**src/rtl/store_m_pkg.sv**
```systemverilog
// Shared constants and state type for the tiled matrix store path.
package store_m_pkg;
  localparam int TILE_WIDTH = 256;
  localparam int DATA_WIDTH = 8;
  localparam int NUM_BYTES  = TILE_WIDTH / 8;
  localparam int ADDR_W     = 24;
  localparam int DIM_W      = 10;
  localparam int BCNT_W     = $clog2(NUM_BYTES);

  typedef enum logic [2:0] {
    S_IDLE,
    S_WAIT_TILE,
    S_WRITING,
    S_NEXT_TILE,
    S_NEXT_ROW,
    S_DONE
  } xfer_state_t;

  // One extra bit so cols=1023 yields 32 tiles without overflow.
  function automatic logic [DIM_W:0] tiles_for(input logic [DIM_W-1:0] n);
    return ({1'b0, n} + (DIM_W+1)'(NUM_BYTES - 1)) >> BCNT_W;
  endfunction
endpackage

```
**src/rtl/store_m_if.sv**
```systemverilog
// Command, tile stream and byte write port of store_m.
interface store_m_if;
  import store_m_pkg::*;

  logic                  valid_in;
  logic [ADDR_W-1:0]     dram_addr;
  logic [DIM_W-1:0]      rows;
  logic [DIM_W-1:0]      cols;
  logic [TILE_WIDTH-1:0] tile_in;
  logic                  tile_valid;
  logic                  tile_ready;
  logic                  mem_we;
  logic [ADDR_W-1:0]     mem_addr;
  logic [DATA_WIDTH-1:0] mem_din;
  logic                  valid_out;

  modport master (
    output valid_in, dram_addr, rows, cols, tile_in, tile_valid,
    input  tile_ready, mem_we, mem_addr, mem_din, valid_out
  );

  modport slave (
    input  valid_in, dram_addr, rows, cols, tile_in, tile_valid,
    output tile_ready, mem_we, mem_addr, mem_din, valid_out
  );
endinterface

```
**src/rtl/store_m_serializer.sv**
```systemverilog
// Buffers one tile and presents its bytes in order, flagging the last valid one.
module store_m_serializer
  import store_m_pkg::*;
(
  input  logic                  clk,
  input  logic                  rst_n,
  input  logic                  load,
  input  logic                  step,
  input  logic [TILE_WIDTH-1:0] tile,
  input  logic [BCNT_W:0]       count,
  output logic [DATA_WIDTH-1:0] byte_out,
  output logic                  last
);
  logic [TILE_WIDTH-1:0] tile_q;
  logic [BCNT_W-1:0]     byte_cnt;
  logic [BCNT_W:0]       count_q;

  always_ff @(posedge clk or negedge rst_n) begin
    if (!rst_n) begin
      tile_q   <= '0;
      byte_cnt <= '0;
      count_q  <= '0;
    end else if (load) begin
      tile_q   <= tile;
      byte_cnt <= '0;
      count_q  <= count;
    end else if (step) begin
      byte_cnt <= byte_cnt + 1'b1;
    end
  end

  assign byte_out = tile_q[{byte_cnt, 3'b000} +: DATA_WIDTH];
  assign last     = ({1'b0, byte_cnt} + 1'b1) == count_q;
endmodule

```
**src/rtl/store_m.sv**
```systemverilog
// Writes a padded tile stream back to byte memory, dropping row padding.
// state       | meaning
// S_IDLE      | wait for start command, latch parameters
// S_WAIT_TILE | tile_ready high, wait for a tile handshake
// S_WRITING   | one byte write per cycle from the buffered tile
// S_NEXT_TILE | advance tile-in-row, decide end of row
// S_NEXT_ROW  | advance row, decide end of matrix
// S_DONE      | one-cycle valid_out pulse
module store_m
  import store_m_pkg::*;
(
  input logic       clk,
  input logic       rst_n,
  store_m_if.slave  bus
);
  xfer_state_t           state;
  logic [DIM_W-1:0]      rows_q, cols_q, row, col_in_row;
  logic [DIM_W:0]        tpr_q, tile_in_row;
  logic [ADDR_W-1:0]     wr_ptr, mem_addr_q;
  logic [DATA_WIDTH-1:0] mem_din_q, ser_byte;
  logic                  mem_we_q, valid_out_q, ser_last, hs;
  logic [DIM_W-1:0]      rem;
  logic [BCNT_W:0]       ser_count;

  assign bus.tile_ready = (state == S_WAIT_TILE);
  assign hs             = bus.tile_ready & bus.tile_valid;
  assign rem            = cols_q - col_in_row;
  assign ser_count      = (rem >= DIM_W'(NUM_BYTES)) ? (BCNT_W+1)'(NUM_BYTES) : rem[BCNT_W:0];

  store_m_serializer u_ser (
    .clk      (clk),
    .rst_n    (rst_n),
    .load     (hs),
    .step     (state == S_WRITING),
    .tile     (bus.tile_in),
    .count    (ser_count),
    .byte_out (ser_byte),
    .last     (ser_last)
  );

  always_ff @(posedge clk or negedge rst_n) begin
    if (!rst_n) begin
      state       <= S_IDLE;
      rows_q      <= '0;
      cols_q      <= '0;
      tpr_q       <= '0;
      wr_ptr      <= '0;
      row         <= '0;
      tile_in_row <= '0;
      col_in_row  <= '0;
      mem_we_q    <= 1'b0;
      mem_addr_q  <= '0;
      mem_din_q   <= '0;
      valid_out_q <= 1'b0;
    end else begin
      mem_we_q    <= 1'b0;
      valid_out_q <= 1'b0;
      case (state)
        S_IDLE: if (bus.valid_in) begin
          rows_q      <= bus.rows;
          cols_q      <= bus.cols;
          tpr_q       <= tiles_for(bus.cols);
          wr_ptr      <= bus.dram_addr;
          row         <= '0;
          tile_in_row <= '0;
          col_in_row  <= '0;
          state       <= (bus.rows == '0 || bus.cols == '0) ? S_DONE : S_WAIT_TILE;
        end
        S_WAIT_TILE: if (bus.tile_valid) state <= S_WRITING;
        S_WRITING: begin
          mem_we_q   <= 1'b1;
          mem_addr_q <= wr_ptr;
          mem_din_q  <= ser_byte;
          wr_ptr     <= wr_ptr + 1'b1;
          col_in_row <= col_in_row + 1'b1;
          if (ser_last) state <= S_NEXT_TILE;
        end
        S_NEXT_TILE: begin
          tile_in_row <= tile_in_row + 1'b1;
          state <= (tile_in_row + 1'b1 >= tpr_q) ? S_NEXT_ROW : S_WAIT_TILE;
        end
        S_NEXT_ROW: begin
          row         <= row + 1'b1;
          col_in_row  <= '0;
          tile_in_row <= '0;
          state <= (row + 1'b1 >= rows_q) ? S_DONE : S_WAIT_TILE;
        end
        S_DONE: begin
          valid_out_q <= 1'b1;
          state       <= S_IDLE;
        end
        default: state <= S_IDLE;
      endcase
    end
  end

  assign bus.mem_we    = mem_we_q;
  assign bus.mem_addr  = mem_addr_q;
  assign bus.mem_din   = mem_din_q;
  assign bus.valid_out = valid_out_q;
endmodule

```
**src/flat_wrapper.sv**
```systemverilog
// flat-port wrapper written by rule: the top's interface ports become plain ports
module store_m_flat import store_m_pkg::*;
  (clk, rst_n, bus_valid_in, bus_dram_addr, bus_rows, bus_cols, bus_tile_in, bus_tile_valid, bus_tile_ready, bus_mem_we, bus_mem_addr, bus_mem_din, bus_valid_out);
  store_m_if bus_i ();
  input logic clk;
  input logic rst_n;
  input wire logic [$bits(bus_i.valid_in)-1:0] bus_valid_in;
  input wire logic [$bits(bus_i.dram_addr)-1:0] bus_dram_addr;
  input wire logic [$bits(bus_i.rows)-1:0] bus_rows;
  input wire logic [$bits(bus_i.cols)-1:0] bus_cols;
  input wire logic [$bits(bus_i.tile_in)-1:0] bus_tile_in;
  input wire logic [$bits(bus_i.tile_valid)-1:0] bus_tile_valid;
  output wire logic [$bits(bus_i.tile_ready)-1:0] bus_tile_ready;
  output wire logic [$bits(bus_i.mem_we)-1:0] bus_mem_we;
  output wire logic [$bits(bus_i.mem_addr)-1:0] bus_mem_addr;
  output wire logic [$bits(bus_i.mem_din)-1:0] bus_mem_din;
  output wire logic [$bits(bus_i.valid_out)-1:0] bus_valid_out;
  assign bus_i.valid_in = bus_valid_in;
  assign bus_i.dram_addr = bus_dram_addr;
  assign bus_i.rows = bus_rows;
  assign bus_i.cols = bus_cols;
  assign bus_i.tile_in = bus_tile_in;
  assign bus_i.tile_valid = bus_tile_valid;
  assign bus_tile_ready = bus_i.tile_ready;
  assign bus_mem_we = bus_i.mem_we;
  assign bus_mem_addr = bus_i.mem_addr;
  assign bus_mem_din = bus_i.mem_din;
  assign bus_valid_out = bus_i.valid_out;
  store_m u_core (.clk(clk), .rst_n(rst_n), .bus(bus_i));
endmodule
```
**config.mk**
```make
export PLATFORM = sky130hd
export DESIGN_NAME = store_m_flat
export DESIGN_NICKNAME = d
export VERILOG_FILES = /design/src/rtl/store_m_pkg.sv /design/src/rtl/store_m_if.sv /design/src/rtl/store_m_serializer.sv /design/src/rtl/store_m.sv /design/src/flat_wrapper.sv
export SDC_FILE = /design/constraint.sdc
export NUM_CORES = 1
export LEC_CHECK = 0
export ABC_AREA = 0
export CORE_ASPECT_RATIO = 1.1
export CORE_UTILIZATION = 48
export CTS_CLUSTER_DIAMETER = 50
export DETAILED_ROUTE_END_ITERATION = 6
export HOLD_SLACK_MARGIN = 0.05
export PLACE_DENSITY = 0.77
export REMOVE_ABC_BUFFERS = 1
export SLEW_MARGIN = 20
export SYNTH_ARGS = -nofsm -noshare
export SYNTH_HDL_FRONTEND = slang
export SYNTH_SLANG_ARGS = --single-unit
```
**constraint.sdc**
```tcl
create_clock -name clk -period 2.3 [get_ports clk]
set_input_delay 0.46 -clock clk [delete_from_list [all_inputs] [get_ports clk]]
set_output_delay 0.46 -clock clk [all_outputs]
set_load 0.05 [all_outputs]
```
**Word-level counts from Yosys, hierarchy flattened**

Index checks and enable logic that the tools add are counted.

- Word-level logic and storage cells: 71
- Input port bits: 304
- Output and inout port bits: 35
- Register bits: 385

- Magnitude comparators: 3
- Reduce and logical (&&, ||, !) cells: 15
- Multiplexer cells: 19
- Shifts and indexed selects: 1
- Bitwise logic cells: 1
- Equality and inequality tests: 9
- $add $sub $neg: 8

Operators by type and width:

| operator | number |
|---|---|
| 256-bit by 9-bit indexed part select with 8-bit output | 1 |
| 24-bit case mux with 2 select lines | 1 |
| 11-bit case mux with 3 select lines | 1 |
| 10-bit case mux with 3 select lines | 1 |
| 24-bit by 1-bit adder with 24-bit output, second input constant | 1 |
| 24-bit two-way mux | 1 |
| 10-bit by 1-bit adder with 10-bit output, second input constant | 2 |
| 10-bit logical NOT | 2 |
| 10-bit case mux with 2 select lines | 1 |
| 3-bit two-way mux | 6 |
| 3-bit case mux with 5 select lines | 1 |
| 10-bit by 5-bit adder with 11-bit output, second input constant | 1 |
| 11-bit by 1-bit adder with 11-bit output, second input constant | 1 |
| 11-bit by 6-bit greater-or-equal comparator with 1-bit output | 1 |
| 11-bit two-way mux | 1 |
| 10-bit greater-or-equal comparator | 1 |
| 10-bit by 6-bit greater-or-equal comparator with 1-bit output, second input constant | 1 |
| 10-bit two-way mux | 1 |
| 5-bit two-way mux | 2 |
| 2-bit AND reduction | 5 |
| 10-bit subtractor | 1 |
| 5-bit by 1-bit adder with 6-bit output, second input constant | 1 |
| 3-bit by 2-bit equality test with 1-bit output, second input constant | 2 |
| 3-bit equality test, second input constant | 2 |
| 13 further kinds | 18 |

**Depth between registers and ports, before layout**

Gate-level depths: netlist of the first run.

- Depth in word-level cells: 5
- Mapped depth: 10
- Gate-level depth less buffers: 10

**Cells and area by module**

From an unflattened synthesis of the first run, not the netlist that was laid out.

- Cell total of the unflattened synthesis: 1440
- Area total of the unflattened synthesis: 18358.9 µm²

By module, submodules not included:

| module | times used | cells an instance | sequential area each (µm²) | area each (µm²) |
|---|---|---|---|---|
| store_m_serializer | 1 | 701 | 6681.4 | 11951.5 |
| store_m | 1 | 739 | 2952.8 | 6407.4 |

**Worst setup path before layout of the first run**

OpenSTA, ideal clock, no wires.

- Path type: reg2reg
- Start: register u_core.col_in_row[0]
- End: register u_core.u_ser.count_q[3]
- Path buffers: 0
- Library setup time: 0.092 ns
- Setup slack: -0.133 ns
- Clock period less this slack: 2.433 ns
- Required time: 2.208 ns
- Cell stages (with the launch flop): 9
- Arrival time: 2.341 ns
- Path through: dfrtp_1 > ha_1 > fa_1 > nor2b_1 > o21ai_0 > o21ai_0 > xor2_1 > or4_4 > o31ai_2

- Word-level cells in the longest chain between the ends: 3

Ends and longest elaborated chain:

| element | RTL line | source |
|---|---|---|
| start, declared | store_m.sv:17 | `logic [DIM_W-1:0] rows_q, cols_q, row, col_in_row;` |
| start signal, assigned | store_m.sv:75 | `col_in_row <= col_in_row + 1'b1;` |
| 10-bit subtractor * | store_m.sv:27 | `assign rem = cols_q - col_in_row;` |
| 10-bit by 6-bit greater-or-equal comparator with 1-bit output | store_m.sv:28 | `assign ser_count = (rem >= DIM_W'(NUM_BYTES)) ? (BCNT_W+1)'(NUM_BYTES) : rem[BCNT_W:0];` |
| 6-bit two-way mux * | store_m.sv:28 |  |
| end signal, assigned | store_m_serializer.sv:26 | `count_q <= count;` |
| end, declared | store_m_serializer.sv:16 | `logic [BCNT_W:0] count_q;` |

Every way passes the cells marked *; elsewhere a longest branch is shown, timed or not.
A chain may end at the register's enable or synchronous reset.

**Final worst setup path of the first run**

Ends and elaborated chain as after synthesis.

==> out/qor.log, run 1 <==
[status] status complete, but fails checks
[status] violations in the final reports negative setup slack
[setup_path] critical setup path kind flip-flop to flip-flop
[sta] RSZ-0062 raised after global routing true
[synthesis] top flip-flop cell by instance count after synthesis sky130_fd_sc_hd__dfrtp_1
[setup_path] Worst path most repeated cell sky130_fd_sc_hd__o21ai_2
[clock_tree] clock tree from TritonCTS done
[clock_tree] CTS sink cnt 385
[setup_path] kind of cell with the highest combined delay on the critical path simple AND/OR/NAND/NOR gates
[floorplanning] Core Footprint 37400 µm²
[synthesis] mean instance size in the synthesized netlist 9.38 µm²
[place] Port Buffers 338
[synthesis] number of synthesized flops with an enable pin 0
[floorplanning] die width 188 µm
[synthesis] flop and latch count out of synthesis 385
[setup_path] library cell contributing the largest single delay on the critical path sky130_fd_sc_hd__or4_4
[drt] count of TritonRoute iterations in the first routing pass 5
[layout] Storage cell area 9640 µm²
[power_and_ir_drop] Pwr Total 31100 µW
[grt] overflow left after global routing 0
[drt] average detailed-routed wire length per instance 17.8 µm
[clock_tree] clock network latency to the later pin of the worst-skew pair 550 ps
[synthesis] Yosys Warn Count 0
[drt] count of antenna-violating nets left after detailed routing 0
[power_and_ir_drop] Power Internal 19600 µW
[clock_tree] Clock Pin Slew Worst Setup and Hold Paths 60 ps
[setup_path] arrival time of data at the critical path endpoint 2760 ps
[grt] global-route usage over all layers 26.2%
[sta] min cycle time layout 2310 ps
[layout] non-filler cells, final 2848
[drt] Post-Route WL 50700 µm
[clock_tree] TritonCTS Buffers 42
[layout] fraction of layout cells with a size suffix above 1 11.4%
[setup_path] launching element type of the critical path flip-flop
[sta] f_max 0.433 GHz
[clock_tree] root buffer selected by CTS sky130_fd_sc_hd__clkbuf_16
[grt] global-route wire length before repair 81500 µm
[sta] Slew Limit Fails 0
[layout] number of fillers in the final layout 2939
[sta] final setup margin -7.13 ps
[drt] DRC errors left 0
[place] placed wire-length estimate 35900 µm
[drt] total number of vias 15300
[sta] crit share post-route 100%
[grt] antenna violations before repair 4
[grt] largest net degree at the start of global routing 89
[power_and_ir_drop] leakage power summed over all cells 0.0116 µW
[power_and_ir_drop] Sequential Power Share 37.1%
[place] GP Congestion 0.877
[clock_tree] maximum buffer depth of the clock tree 3
[floorplanning] standard-cell row count 74
[setup_path] sum of buffers and inverters on the critical path 1
[layout] Total Nets Final 2656
[sta] Layout Skew 19.0 ps
[floorplanning] DIE AREA 39000 µm²
[power_and_ir_drop] Sw Ratio 37.2%
[power_and_ir_drop] power share of the combinational group 41.4%
[sta] worst rel slew slack 60.4%
[setup_path] required time of the worst setup path 2750 ps
[synthesis] share of flip-flops with an asynchronous set or reset 100%
[drt] Via-to-Cell Ratio 5.37
[synthesis] total standard cell area after synthesis 18300 µm²
[floorplanning] Chip Height 207 µm
[layout] growth of design area from synthesis to finish 33.1%
[synthesis] sequential area share after synthesis 52.5%
[power_and_ir_drop] pwr dens 1270 nW/µm²
[sta] final-report hold violation count 0
[flow_run] max capacitance violation total 0
[setup_path] CP max stage delay 460 ps
[floorplanning] starting density of the core 49.1%
[synthesis] post-synthesis cell count 1957
[power_and_ir_drop] power share of the clock group 21.4%
[setup_path] Critical Path Fanout Max 6
[setup_path] worst-path cell chain ha_4 > fa_2 > nor2b_2 > o21ai_2 > o21ai_2 > buf_4 > mux2i_1 > or4_4 > o31ai_2
[sta] pin slew with the least headroom to its limit 596 ps
[power_and_ir_drop] Net Sw Power 11600 µW
[synthesis] number of distinct standard cells referenced by the synthesized netlist 62
[layout] area occupied by multi-input gates 8290 µm²
[floorplanning] count of pins on the block boundary 339
[drt] iteration-0 DRC count of the detailed router 1217
[place] Cell Count Post-Placement 2764
[clock_tree] H-tree depth 2
[power_and_ir_drop] worst vdd rail ir drop 0.668 mV
[place] Setup Slack @ Placement -178 ps
[setup_path] CP Capture Type flip-flop
[sta] setup TNS -7.13 ps
[hold_path] hold crit path type primary input to flip-flop
[grt] via count of the first global-routing pass 15860
[sta] total of endpoints with negative setup slack in the final report 1
==> layer usage <==
metal | up-vias | share of wire [%] | global-route usage (%)
li1 | 7185 | - | -
met1 | 7460 | 41 | 34.6
met2 | 576 | 50 | 44.2
met3 | 73 | 6.9 | 4.68
met4 | 6 | 2.3 | 7.90
met5 | - | 0.067 | 0
==> worst min-delay path, delay by kind of cell <==
kind	cells	cell delay, ps
buf+inv	1	400
simple gates	2	100
==> repair_timing <==
item	in CTS	in global routing
pin swaps	1	8
setup buffers	1	5
setup endpoints to repair	7	9
endpoints found under the hold margin	47	0
gates resized for setup	8	19
hold buffers	1	0
==> synthesized netlist by cell type, drive strengths merged (14+ instances only) <==
master  number  area, µm²
clkbuf      91        342
dfrtp      385       9630
xor2        18        158
o21ai       65        325
ha          30        375
a21oi       24        120
nand3       28        140
inv         30        113
mux2i       14        140
mux4        80       1800
xnor2       25        219
nand2      942       3540
nor2        62        233
buf         19        106
==> logic make-up (layout without fill, tap and decap cells) <==
family                   count (synthesis)  in the layout  share of synthesized area, %
AO/OA/AOI/OAI                          165            165                          5.76
XOR/XNOR                                43             43                          2.05
buffers and inverters                  140            536                          3.05
AND/OR/NAND/NOR                       1099           1099                          23.9
adder cells (fa/ha/maj)                 31             31                          2.15
multiplexers                            94             94                          10.6
flip-flops                             385            385                          52.5
other                                    0              1                             0
==> metrics by stage <==
stage | cell area, µm² | hold slack [ps] | util, %
floorplan | 17900 | 164 | -
global placement | 22900 | 441 | 61.1
detailed placement | 22900 | 441 | 61.1
CTS | 24300 | 419 | 64.9
global route | 24400 | 433 | 65.3
finish | 24400 | 438 | 65.3
==> sequential cells by signal (all words and copies together), names as in the netlist <==
name	count
u_core.bus.mem_addr	24
u_core.bus.mem_din	8
u_core.bus.mem_we	1
u_core.bus.valid_out	1
u_core.col_in_row	10
u_core.cols_q	10
u_core.row	10
u_core.rows_q	10
u_core.state	3
u_core.tile_in_row	11
u_core.tpr_q	6
u_core.u_ser.byte_cnt	5
u_core.u_ser.count_q	6
u_core.u_ser.tile_q	256
u_core.wr_ptr	24
==> power by group through the flow <==
stage	combinational [µW]	clock, µW	sequential (µW)
finish	12900	6670	11600
global route	14200	7070	11900
CTS	12800	6800	11500
detailed placement	12600	0	11600
global placement	12200	0	11400
floorplan	7380	0	12200
==> layout by cell type (no fill, tap or decap), types with 5 or more instances in the layout <==
cell type,Yosys,routed
sky130_fd_sc_hd__o31ai_1,9,9
sky130_fd_sc_hd__mux2i_1,14,14
sky130_fd_sc_hd__inv_1,30,27
sky130_fd_sc_hd__nand4_1,7,7
sky130_fd_sc_hd__clkinv_2,0,5
sky130_fd_sc_hd__a311oi_1,6,6
sky130_fd_sc_hd__o21ai_0,64,60
sky130_fd_sc_hd__buf_4,3,67
sky130_fd_sc_hd__xor2_1,18,18
sky130_fd_sc_hd__mux4_2,80,80
sky130_fd_sc_hd__dfrtp_1,385,382
sky130_fd_sc_hd__ha_4,0,5
sky130_fd_sc_hd__xnor2_1,25,24
sky130_fd_sc_hd__nor3_1,10,10
sky130_fd_sc_hd__nand2_1,942,941
sky130_fd_sc_hd__nor2_1,62,61
sky130_fd_sc_hd__ha_1,30,25
sky130_fd_sc_hd__a21oi_1,24,24
sky130_fd_sc_hd__and4_1,6,6
sky130_fd_sc_hd__a22o_1,9,9
sky130_fd_sc_hd__clkbuf_1,91,13
sky130_fd_sc_hd__o21a_1,7,7
sky130_fd_sc_hd__clkbuf_16,0,43
sky130_fd_sc_hd__clkdlybuf4s50_1,0,335
sky130_fd_sc_hd__buf_12,0,23
sky130_fd_sc_hd__and3_1,6,6
sky130_fd_sc_hd__a211oi_1,10,10
sky130_fd_sc_hd__nand3_1,28,26
sky130_fd_sc_hd__and2_1,9,8
==> final timing paths <==
kind                                       endpoint                    start  slack, ps  cells past startpoint
min                        u_core.u_ser.tile_q[100]         bus_tile_in[100]        440                      3
max reg2reg                 u_core.u_ser.count_q[3]     u_core.col_in_row[0]         -7                      9
max                         u_core.u_ser.count_q[3]     u_core.col_in_row[0]         -7                      9
min reg2reg                 u_core.u_ser.tile_q[49]  u_core.u_ser.tile_q[49]        470                      2
min in group asynchronous         u_core.wr_ptr[19]                    rst_n        450                      2
max in group asynchronous  u_core.u_ser.tile_q[197]                    rst_n       1010                      4
==> area by class of cell <==
class / count / share of cell area, %
Sequential cell: 385 / 39.5
Multi-Input combinational cell: 1432 / 34.0
Timing Repair Buffer: 430 / 18.0
Clock buffer: 60 / 4.83
Tap cell: 494 / 2.53
Clock inverter: 16 / 0.753
Inverter: 30 / 0.461
Antenna cell: 1 / 0.0102
Power figures use the tool's default switching activity.
==> run 2: changes to the inputs <==
GPL_ROUTABILITY_DRIVEN = 0   (was default)
==> out/qor.log, run 2 (synthesis results as in run 1) <==
[status] status complete, but fails checks
[status] violations in the final reports negative setup slack
[grt] global-route wire length before repair 81800 µm
[sta] RSZ-0062 raised after global routing true
[sta] final setup margin -104 ps
[clock_tree] H-tree depth 2
[sta] Layout Skew 14.6 ps
[floorplanning] count of pins on the block boundary 339
[setup_path] arrival time of data at the critical path endpoint 2860 ps
[clock_tree] clock tree from TritonCTS done
[setup_path] start of the worst register-to-register path u_core.col_in_row[1]
[layout] most common library cell in the layout ignoring fill and taps sky130_fd_sc_hd__nand2_1
[setup_path] Critical Path Fanout Max 6
[drt] Post-Route WL 50900 µm
[sta] f_max 0.416 GHz
[power_and_ir_drop] leakage power summed over all cells 0.0116 µW
[floorplanning] starting density of the core 49.1%
[setup_path] CP Capture Type flip-flop
[floorplanning] die width 188 µm
[layout] number of fillers in the final layout 2890
[grt] via count of the first global-routing pass 15869
[drt] DRC errors left 0
[floorplanning] standard-cell row count 74
[clock_tree] root buffer selected by CTS sky130_fd_sc_hd__clkbuf_16
[floorplanning] DIE AREA 39000 µm²
[setup_path] number of cell instances on the worst register-to-register path 9
[drt] Via-to-Cell Ratio 5.39
[grt] largest net degree at the start of global routing 118
[setup_path] critical setup path kind flip-flop to flip-flop
[sta] Slew Limit Fails 0
[clock_tree] Clock Pin Slew Worst Setup and Hold Paths 60 ps
[clock_tree] CTS sink cnt 385
[grt] overflow left after global routing 0
[drt] count of antenna-violating nets left after detailed routing 0
[layout] count of antenna diodes in the layout 0
[flow_run] max capacitance violation total 0
[sta] min cycle time layout 2400 ps
[power_and_ir_drop] pwr dens 1280 nW/µm²
[power_and_ir_drop] worst vdd rail ir drop 0.701 mV
[layout] register ranked first by flip-flop count u_core.u_ser.tile_q
[layout] growth of design area from synthesis to finish 33.8%
[sta] crit share post-route 105%
[sta] worst rel slew slack 60.8%
[layout] commonest cells after routing, fill and taps aside 941 x sky130_fd_sc_hd__nand2_1, 381 x sky130_fd_sc_hd__dfrtp_1, 335 x sky130_fd_sc_hd__clkdlybuf4s50_1
[sta] final-report hold violation count 0
[place] cell area after placement 22800 µm²
[layout] final core utilization 65.6%
[drt] iteration-0 DRC count of the detailed router 1082
[setup_path] required time of the worst setup path 2750 ps
[place] Port Buffers 338
[setup_path] worst reg2reg path endpoint u_core.u_ser.count_q[3]
[layout] flip-flop count of the largest register, all copies and words added 256
[sta] pin slew with the least headroom to its limit 591 ps
[clock_tree] clock network latency to the later pin of the worst-skew pair 560 ps
[layout] Finished Cell Area 24600 µm²
[layout] Total Nets Final 2662
[place] Setup Slack @ Placement -297 ps
[drt] count of TritonRoute iterations in the first routing pass 6
[place] placed wire-length estimate 35600 µm
[hold_path] hold crit path type primary input to async pin
[floorplanning] Core Footprint 37400 µm²
[setup_path] reg-to-reg slack, setup -100 ps
[grt] antenna violations before repair 3
[sta] Post-Route Hold Slack 413 ps
[drt] average detailed-routed wire length per instance 17.8 µm
[clock_tree] maximum buffer depth of the clock tree 3
[grt] global-route usage over all layers 26.3%
[clock_tree] TritonCTS Buffers 44
[layout] fraction of layout cells with a size suffix above 1 12.0%
[sta] setup TNS -208 ps
[setup_path] launching element type of the critical path flip-flop
[sta] total of endpoints with negative setup slack in the final report 3
[drt] total number of vias 15370
[floorplanning] Chip Height 207 µm
-- run 2: per-layer routing --
| metal | wire length, µm | part of all wire (%) | vias up | track usage [%] |
|---|---|---|---|---|
| met4 | 1560 | 3.1 | 6 | 8.12 |
| li1 | - | - | 7203 | - |
| met3 | 3710 | 7.3 | 104 | 5.52 |
| met1 | 20800 | 41 | 7455 | 34.4 |
| met5 | 37 | 0.073 | - | 0 |
| met2 | 24800 | 49 | 602 | 44.0 |
-- run 2: layout make-up --
class | instances | area (µm²) | area share [%]
tap | 494 | 618 | 2.52
clock buffer | 59 | 1250 | 5.09
multi-input combinational | 1432 | 8300 | 33.8
timing repair buffer | 434 | 4460 | 18.2
clock inverter | 17 | 168 | 0.683
inverter | 30 | 113 | 0.459
sequential | 385 | 9640 | 39.3
-- run 2: where the power goes --
part / internal (µW) / total [µW] / leakage [µW] / switching [µW]
sequential: 9710 / 11600 / 0.00482 / 1870
combinational: 6040 / 13100 / 0.00611 / 7050
clock: 4050 / 6850 / 0.000699 / 2800
-- run 2: worst max-delay path by stage --
stage / from / slack (ps) / end / cells after the start
global placement: u_core.col_in_row[0] / -180 / u_core.u_ser.count_q[3] / 9
CTS: u_core.col_in_row[0] / -100 / u_core.u_ser.count_q[3] / 9
floorplan: u_core.state[0] / -4620 / u_core.u_ser.count_q[3] / 6
detailed placement: u_core.col_in_row[0] / -300 / u_core.u_ser.count_q[3] / 9
global route: u_core.col_in_row[1] / -180 / u_core.u_ser.count_q[0] / 10
finish: u_core.col_in_row[1] / -100 / u_core.u_ser.count_q[3] / 9
-- run 2: per-stage QoR --
step | std cells | power [µW]
finish | 2851 | 31500
global route | 2851 | 33600
global placement | 2761 | 23500
detailed placement | 2761 | 24100
floorplan | 1847 | 19600
CTS | 2839 | 31200
-- run 2: worst max-delay path, stage by stage (launching register included) --
cell and delay [ps]:
sky130_fd_sc_hd__dfrtp_1 420, sky130_fd_sc_hd__buf_6 130, sky130_fd_sc_hd__fa_2 390, sky130_fd_sc_hd__nor2b_2 170, sky130_fd_sc_hd__o21ai_2 90, sky130_fd_sc_hd__o21ai_2 170, sky130_fd_sc_hd__buf_4 140, sky130_fd_sc_hd__mux2i_1 60
sky130_fd_sc_hd__or4_4 480, sky130_fd_sc_hd__o31ai_4 260
-- run 2: what timing repair did --
item                                   4_1_cts  5_1_grt
buffers inserted                             1        8
setup endpoints to repair                    7       10
gates resized for setup                      9       31
hold buffers                                 1        0
endpoints found under the hold margin       39        0
gates cloned                                 0        4
pin swaps                                    1        7
==> run 3: changes to the inputs <==
--- a/config.mk
+++ b/config.mk
@@ -8,2 +8,3 @@
 export ABC_AREA = 0
+export ABC_CLOCK_PERIOD_IN_PS = 2300
 export CORE_ASPECT_RATIO = 1.1
@@ -20 +21,2 @@
 export SYNTH_SLANG_ARGS = --single-unit
+export TNS_END_PERCENT = 50
--- a/constraint.sdc
+++ b/constraint.sdc
@@ -3,2 +3,2 @@
 set_output_delay 0.46 -clock clk [all_outputs]
-set_load 0.05 [all_outputs]
+set_load 0.005 [all_outputs]
==> out/qor.log, run 3 (synthesis results as in run 1) <==
[drt] count of antenna-violating nets left after detailed routing 0
[drt] DRC errors left 0
[grt] global-route wire length before repair 82400 µm
[grt] global-route usage over all layers 26.6%
[floorplanning] Core Footprint 37400 µm²
[clock_tree] maximum buffer depth of the clock tree 3
[drt] Via-to-Cell Ratio 5.38
[layout] Total Nets Final 2657
[floorplanning] DIE AREA 39000 µm²
[sta] final-report hold violation count 0
[clock_tree] Clock Pin Slew Worst Setup and Hold Paths 60 ps
[grt] overflow left after global routing 0
[sta] final setup margin -32.0 ps
[place] placed wire-length estimate 36000 µm
[layout] count of antenna diodes in the layout 0
[drt] wire length on met2 24700 µm
[drt] average detailed-routed wire length per instance 17.8 µm
[power_and_ir_drop] Net Sw Power 10700 µW
[layout] register ranked first by flip-flop count u_core.u_ser.tile_q
[drt] iteration-0 DRC count of the detailed router 1071
[layout] final core utilization 65.2%
[drt] total number of vias 15344
[sta] f_max 0.429 GHz
[sta] worst rel slew slack 63.4%
[layout] growth of design area from synthesis to finish 32.9%
[layout] flip-flop count of the largest register, all copies and words added 256
[floorplanning] starting density of the core 49.1%
[sta] min cycle time layout 2330 ps
[hold_path] worst hold start bus_tile_in[5]
[sta] Layout Skew 16.7 ps
[sta] pin slew with the least headroom to its limit 549 ps
[sta] RSZ-0062 raised after global routing true
[layout] Storage cell area 9650 µm²
[power_and_ir_drop] power share of the combinational group 39.6%
[status] status complete, but fails checks
[flow_run] max capacitance violation total 0
[sta] setup TNS -32.0 ps
[grt] largest net degree at the start of global routing 118
[clock_tree] TritonCTS Buffers 42
[power_and_ir_drop] worst vdd rail ir drop 0.574 mV
[setup_path] required time of the worst setup path 2760 ps
[floorplanning] count of pins on the block boundary 339
[drt] Post-Route WL 50600 µm
[drt] count of TritonRoute iterations in the first routing pass 5
[drt] met3 routed WL 3450 µm
[power_and_ir_drop] Pwr Total 30100 µW
[drt] Highest Signal Layer met5
[floorplanning] Chip Height 207 µm
[power_and_ir_drop] Sequential Power Share 38.3%
[clock_tree] CTS sink cnt 385
[clock_tree] H-tree depth 2
[setup_path] launching element type of the critical path flip-flop
[power_and_ir_drop] leakage power summed over all cells 0.0116 µW
[floorplanning] die width 188 µm
[clock_tree] clock tree from TritonCTS done
[status] violations in the final reports negative setup slack
[floorplanning] standard-cell row count 74
[setup_path] arrival time of data at the critical path endpoint 2790 ps
[sta] Slew Limit Fails 0
[power_and_ir_drop] Power Internal 19400 µW
[power_and_ir_drop] power share of the clock group 22.1%
[clock_tree] root buffer selected by CTS sky130_fd_sc_hd__clkbuf_16
[grt] via count of the first global-routing pass 16172
[place] Port Buffers 338
[power_and_ir_drop] pwr dens 1230 nW/µm²
[setup_path] CP Capture Type flip-flop
[layout] fraction of layout cells with a size suffix above 1 11.9%
[hold_path] hold crit path type primary input to flip-flop
[layout] commonest cells after routing, fill and taps aside 941 x sky130_fd_sc_hd__nand2_1, 379 x sky130_fd_sc_hd__dfrtp_1, 336 x sky130_fd_sc_hd__clkdlybuf4s50_1
[grt] antenna violations before repair 2
[setup_path] critical setup path kind flip-flop to flip-flop
[layout] area occupied by multi-input gates 8290 µm²
[clock_tree] clock network latency to the later pin of the worst-skew pair 550 ps
[setup_path] Critical Path Fanout Max 6
[sta] total of endpoints with negative setup slack in the final report 1
[layout] most common library cell in the layout ignoring fill and taps sky130_fd_sc_hd__nand2_1
[sta] crit share post-route 101%
[drt] DRT met1 WL 20700 µm
[setup_path] crit path from u_core.col_in_row[1]
[power_and_ir_drop] Sw Ratio 35.5%
[layout] number of fillers in the final layout 2920
[sta] Post-Route Hold Slack 432 ps
[setup_path] start of the worst register-to-register path u_core.col_in_row[1]
## run 3: cell count changes in the layout (fill, tap and decap cells not counted), sizes merged
cell	previous run	this run
clkinv	7	10
bufinv	2	1
clkinvlp	2	1
inv	36	33
clkdlybuf4s50	335	336
## run 3: timing repair
item | 4_1_cts | 5_1_grt
pin swaps | 2 | 6
resized for setup | 9 | 29
setup endpoints to repair | 7 | 10
buffers inserted | 4 | 4
hold buffers | 1 | 0
endpoints found under the hold margin | 46 | 0
## run 3: layout make-up
type / count / area share [%]
inverters: 30 / 0.462
well taps: 494 / 2.53
multi-input cells: 1432 / 34.0
clock buffers: 63 / 5.04
clock inverters: 15 / 0.575
flip-flops and latches: 385 / 39.6
repair buffers: 431 / 17.8
## run 3: power groups by stage
stage | registers, µW | clock network [µW] | logic (µW)
finish | 11500 | 6650 | 11900
global route | 11900 | 7010 | 13300
CTS | 11500 | 6730 | 11800
detailed placement | 11600 | 0 | 11600
global placement | 11400 | 0 | 11200
floorplan | 11300 | 0 | 7380
## run 3: routing by layer
metal / track usage (%) / vias to the layer above
met3: 4.83 / 116
met5: 0 / -
met1: 34.8 / 7436
li1: - / 7179
met2: 44.3 / 609
met4: 9.84 / 4
## run 3: final timing paths
path | end | slack [ps] | cells after the start
min in group asynchronous | u_core.bus.mem_addr[0] | 470 | 2
max in group asynchronous | u_core.u_ser.tile_q[66] | 1010 | 4
min reg2reg | u_core.u_ser.tile_q[180] | 470 | 2
min | u_core.u_ser.tile_q[5] | 430 | 3
max reg2reg | u_core.u_ser.count_q[3] | -30 | 8
max | u_core.u_ser.count_q[3] | -30 | 8
## run 3: metrics by stage
stage	std cells	setup WS, ps	cell area, µm²
floorplan	1847	-4260	17900
global placement	2763	-172	22800
detailed placement	2763	-245	22800
CTS	2846	-65.0	24200
global route	2850	-115	24400
finish	2850	-32.0	24400
## run 3: worst max-delay path, cell delays in order (launching register included)
cell and delay [ps]:
sky130_fd_sc_hd__dfrtp_1 410, sky130_fd_sc_hd__inv_2 100, sky130_fd_sc_hd__ha_4 210, sky130_fd_sc_hd__nor2b_4 130, sky130_fd_sc_hd__o31a_1 300, sky130_fd_sc_hd__o21ai_1 170, sky130_fd_sc_hd__nand3_1 90, sky130_fd_sc_hd__or4_4 600
sky130_fd_sc_hd__o31ai_4 240
